[src/rtl/escape_room_sequencer.sv]
// Game-level escape-room sequencer: one room at a time, 2-bit answers over a
// valid/ready handshake, per-attempt countdown, lives, and win/lose reporting.
//
// state     | meaning
// ----------+---------------------------------------------------------------
// S_IDLE    | waiting for start after reset
// S_ASK     | presenting a room; ans_ready high, attempt timer counting down
// S_PENALTY | lockout after a wrong answer or timeout; timer counting down
// S_WIN     | all rooms solved; waits for start
// S_LOSE    | out of lives; waits for start
module escape_room_sequencer #(
    parameter int unsigned              NUM_ROOMS      = 5,
    parameter logic [2*NUM_ROOMS-1:0]   ANSWER_KEY     = 10'b00_01_01_00_01,
    parameter int unsigned              LIVES          = 3,
    parameter int unsigned              TIME_LIMIT     = 16,
    parameter int unsigned              PENALTY_CYCLES = 4
) (
    input  logic       clk,
    input  logic       reset_n,
    input  logic       start,
    input  logic       ans_valid,
    input  logic [1:0] ans,
    output logic       ans_ready,
    output logic [2:0] room,
    output logic [2:0] lives,
    output logic [7:0] timer,
    output logic       correct,
    output logic       wrong,
    output logic       win,
    output logic       lose
);

    typedef enum logic [2:0] {
        S_IDLE,
        S_ASK,
        S_PENALTY,
        S_WIN,
        S_LOSE
    } state_t;

    // Key padded to the 8-room maximum so the room index selects without width games.
    localparam logic [15:0] KEY_PAD    = 16'(ANSWER_KEY);
    localparam logic [2:0]  LAST_ROOM  = 3'(NUM_ROOMS - 1);
    localparam logic [2:0]  LIVES_INIT = 3'(LIVES);
    localparam logic [7:0]  TIME_FULL  = 8'(TIME_LIMIT - 1);
    localparam logic [7:0]  PEN_FULL   = 8'(PENALTY_CYCLES - 1);

    state_t     state_q, state_d;
    logic [2:0] room_q, room_d;
    logic [2:0] lives_q, lives_d;
    logic [7:0] timer_q, timer_d;
    logic       correct_q, correct_d;
    logic       wrong_q, wrong_d;
    logic       accept;
    logic [1:0] room_key;

    always_ff @(posedge clk or negedge reset_n) begin
        if (!reset_n) begin
            state_q   <= S_IDLE;
            room_q    <= 3'd0;
            lives_q   <= LIVES_INIT;
            timer_q   <= 8'd0;
            correct_q <= 1'b0;
            wrong_q   <= 1'b0;
        end else begin
            state_q   <= state_d;
            room_q    <= room_d;
            lives_q   <= lives_d;
            timer_q   <= timer_d;
            correct_q <= correct_d;
            wrong_q   <= wrong_d;
        end
    end

    always_comb begin
        room_key = KEY_PAD[{room_q, 1'b0} +: 2];
    end

    always_comb begin
        state_d   = state_q;
        room_d    = room_q;
        lives_d   = lives_q;
        timer_d   = timer_q;
        correct_d = 1'b0;
        wrong_d   = 1'b0;
        accept    = ans_valid & (state_q == S_ASK);

        case (state_q)
            S_IDLE, S_WIN, S_LOSE: begin
                if (start) begin
                    state_d = S_ASK;
                    room_d  = 3'd0;
                    lives_d = LIVES_INIT;
                    timer_d = TIME_FULL;
                end
            end
            S_ASK: begin
                // An accept on the last timer cycle is an answer, not a timeout.
                if (accept && (ans == room_key)) begin
                    correct_d = 1'b1;
                    if (room_q == LAST_ROOM) begin
                        state_d = S_WIN;
                        timer_d = 8'd0;
                    end else begin
                        room_d  = room_q + 3'd1;
                        timer_d = TIME_FULL;
                    end
                end else if (accept || (timer_q == 8'd0)) begin
                    wrong_d = 1'b1;
                    if (lives_q != 3'd0) begin
                        lives_d = lives_q - 3'd1;
                    end
                    if (lives_q <= 3'd1) begin
                        state_d = S_LOSE;
                        timer_d = 8'd0;
                    end else begin
                        state_d = S_PENALTY;
                        timer_d = PEN_FULL;
                    end
                end else begin
                    timer_d = timer_q - 8'd1;
                end
            end
            S_PENALTY: begin
                if (timer_q == 8'd0) begin
                    state_d = S_ASK;
                    timer_d = TIME_FULL;
                end else begin
                    timer_d = timer_q - 8'd1;
                end
            end
            default: begin
                state_d = S_IDLE;
            end
        endcase
    end

    assign ans_ready = (state_q == S_ASK);
    assign room      = room_q;
    assign lives     = lives_q;
    assign timer     = timer_q;
    assign correct   = correct_q;
    assign wrong     = wrong_q;
    assign win       = (state_q == S_WIN);
    assign lose      = (state_q == S_LOSE);

endmodule

[config.mk]
export PLATFORM = sky130hd
export DESIGN_NAME = escape_room_sequencer
export DESIGN_NICKNAME = d
export VERILOG_FILES = /design/src/rtl/escape_room_sequencer.sv
export SDC_FILE = /design/constraint.sdc
export NUM_CORES = 1
export LEC_CHECK = 0
export CORE_MARGIN = 4
export CORE_UTILIZATION = 25
export CTS_CLUSTER_SIZE = 14
export DETAILED_ROUTE_END_ITERATION = 8
export SLEW_MARGIN = 20
export SYNTH_ARGS = -nofsm -noshare
export SYNTH_HDL_FRONTEND = slang
export SYNTH_SLANG_ARGS = --single-unit
export TNS_END_PERCENT = 30
[constraint.sdc]
create_clock -name clk -period 2.5 [get_ports clk]
set_input_delay 0.75 -clock clk [delete_from_list [all_inputs] [get_ports clk]]
set_output_delay 0.75 -clock clk [all_outputs]
set_load 0.005 [all_outputs]
==> results by group <==
Outcome
  – Outcome: completed

Job
  – # Max-Cap Violations: 0

Route
  – First-pass DRT Iterations: 4
  – DRT iter0 DRCs: 57
  – Routed wirelength normalized by instance count: 13.7 um
  – Metal-1 WL: 1740 um
  – Vias per inst: 4.91
  – Routed wl met2: ~1600 um
  – Overall routed net length: 3460 um
  – Routed Antenna Nets: 0
  – Vias: 1238
  – DRC: 0
  – Metal3 WL: 148 um
  – Max layer used: met4

STA
  – Post-layout minimum cycle time: ~2400 ps
  – RSZ-0062 raised after global routing: false
  – Endpoints failing setup: 0
  – Worst-Margin Slew: just under 700 ps
  – Fmax: about 0.4 GHz
  – Final Hold Fails: 0
  – Max Transition Viols Final: 0
  – Final setup skew: between 0.9 and 1 ps
  – Final setup margin: 63.3 ps
  – Slew headroom: between 50% and 60%
  – Final setup TNS: 0 ps
  – Period utilization: 97.5%

Clocking
  – Post-CTS setup buffer count: 0
  – CTS Buf Count: 3
  – CTS tree: yes
  – Max H-tree Level: 1
  – Clock sink total: 19
  – Hold Buf Count CTS: 0
  – Reg clk slew, reported paths: 80 ps
  – Root buffer cell: clkbuf_8
  – Clock latency on the worst-skew pair: 260 ps
  – Clk buf depth: 2

Logic synthesis
  – Sequential cell area fraction in the yosys report: 34.4%
  – Syn nets: 156
  – Ys async rst share: 100%
  – EDFF count, synth: 0
  – Post-synth top flop: dfrtp_1
  – Post-synthesis cell count: around 140
  – Post-Synthesis Cell Area: ~1400 um^2
  – Yosys reg bits: 19
  – Syn Area/Cell: 9.80 um^2
  – Yosys warning total: 0
  – Synth unique cells: 53

Layout
  – Commonest non-fill, non-tap cell in the layout: clkdlybuf4s50_1
  – Antenna Cells: 0
  – Final-stage net count: just under 200
  – Most frequent cells in the layout: clkdlybuf4s50_1 (24), dfrtp_1 (17), buf_4 (16)
  – Share of post-route cells with drive strength above 1: 17.0%
  – Finished Layout Cells: 252
  – Area grow syn2layout: 34.0%
  – Filler cell count: around 530
  – Register area: 478 um^2
  – Multi-input logic area: between 800 and 900 um^2

Setup path
  – R2r endpoint: lives[2]
  – CP cell instances: inv_2 -> or3_1 -> inv_2 -> clkdlybuf4s50_1
  – Origin of the critical flop-to-flop path: timer[0]
  – Crit start category: flop
  – R2r worst-path depth: 7
  – Crit path launch: state_q[0]
  – CP endpoint: ans_ready
  – CP Capture Type: output port
  – CP Class: flop to output port
  – Worst path slowest cell: clkdlybuf4s50_1
  – Critical path required time: 1750 ps
  – Crit path DAT: 1690 ps
  – Flop-to-flop setup slack: 340 ps
  – Crit-path max FO: 4
  – Largest stage delay, worst path: approximately 510 ps
  – Most numerous cell on the critical path: inv_2

Placed design
  – Placed Cells: 248
  – Port bufs: 24
  – HPWL after detailed placement: 2740 um
  – GP Congestion: 0.859
  – Place WS: -68.2 ps

Power
  – Leakage power: ~0.83 nW
  – Power per cell area: 1060 nW/um^2
  – Max VDD drop: 0.446 mV

Die
  – Die Area: approximately 6800 um^2
  – Rows: 26
  – I/O pin cnt: 25
  – DIE HEIGHT: 82.6 um
  – Core Box Area: 5240 um^2
  – Die W: ~83 um
  – Initial Utilization: between 20% and 30%

Global routing
  – Vias in the first global route: 1232
  – Largest net degree at the start of global routing: 12
  – Total Routing Usage GR: a little under an eighth
  – Grt total ovfl: 0
  – Initial antenna violation count: 0
  – Global-route wire length before repair: around 6000 um

Hold path
  – Hold Path Class: flop to flop
  – WHS Path Cells: 2
==> cells in the mapped netlist, types with 3 or more instances <==
| cell | count | area (um^2) |
|---|---|---|
| dfrtp_1 | 17 | 425 |
| nor2b_1 | 3 | 18.8 |
| a21oi_1 | 5 | 25.0 |
| mux2i_1 | 5 | 50.1 |
| a22o_1 | 4 | 35.0 |
| or3_1 | 4 | 25.0 |
| nand2_1 | 9 | 33.8 |
| a211o_1 | 5 | 43.8 |
| o21ai_0 | 5 | 25.0 |
| buf_2 | 3 | 15.0 |
| a211oi_1 | 3 | 22.5 |
| inv_1 | 10 | 37.5 |
| a221oi_1 | 4 | 35.0 |
| nor2_1 | 7 | 26.3 |
| ha_1 | 8 | 100 |
==> state kept, by name (all words and copies together) (netlist names) <==
name	flops
timer	8
state_q	3
correct	1
wrong	1
room	3
lives	3
==> worst min-delay path by stage <==
| stage | end | from |
|---|---|---|
| final | state_q[0] | state_q[0] |
| after global placement | state_q[0] | state_q[0] |
| after floorplan | correct | reset_n |
| after CTS | state_q[0] | state_q[0] |
| after detailed placement | state_q[0] | state_q[0] |
| after global routing | state_q[0] | state_q[0] |
==> report_power, final <==
group	internal, W	total (W)	switching (W)
registers	0.000413	0.000515	0.000102
logic	0.000638	0.00123	0.000594
clock network	0.000113	0.000227	0.000114
total	0.00116	0.00197	0.000810
==> layout make-up <==
type,count,share of cell area [%]
Inverter,12,2.42
Tap cell,70,4.70
Clock buffer,4,2.42
Sequential cell,19,25.6
Multi-Input combinational cell,107,45.5
Timing Repair Buffer,40,19.3
==> kinds of logic (layout without fill, tap and decap cells) <==
logic type	Yosys count	count (layout)	synth area share (%)
AOI/OAI and AO/OA	46	46	26.7
adders and majority gates	8	8	7.19
and+or+nand+nor	45	45	21.0
buffers and inverters	16	56	4.86
xor gates and xnor gates	1	1	0.630
muxes	7	7	5.22
DFF	19	19	34.4
==> per-layer routing <==
layer	GRT usage (%)	vias up
met2	17.5	19
met4	3.43	0
li1	-	621
met3	2.06	2
met1	16.4	596
met5	0	-
==> stage by stage <==
stage          area, um^2  util, %  hold slack, ps  total power [W]
2_1_floorplan        1390        -             454          0.00126
3_3_place_gp         1820     34.7             525          0.00174
3_5_place_dp         1820     34.7             531          0.00174
4_1_cts              1860     35.5             549          0.00198
5_1_grt              1860     35.6             567          0.00215
6_report             1860     35.6             544          0.00197
==> critical path, delay by kind of cell, from the launching register on <==
kind                   cells  cell delay, ps
flip-flops                 1             360
buffers and inverters      3             670
AND/OR/NAND/NOR            1             400
==> what timing repair did <==
action | 4_1_cts | 5_1_grt
gates resized for setup | 0 | 1
setup endpoints to repair | 0 | 1
hold endpoints to repair | 0 | 0
(Power assumes the default switching activity.)
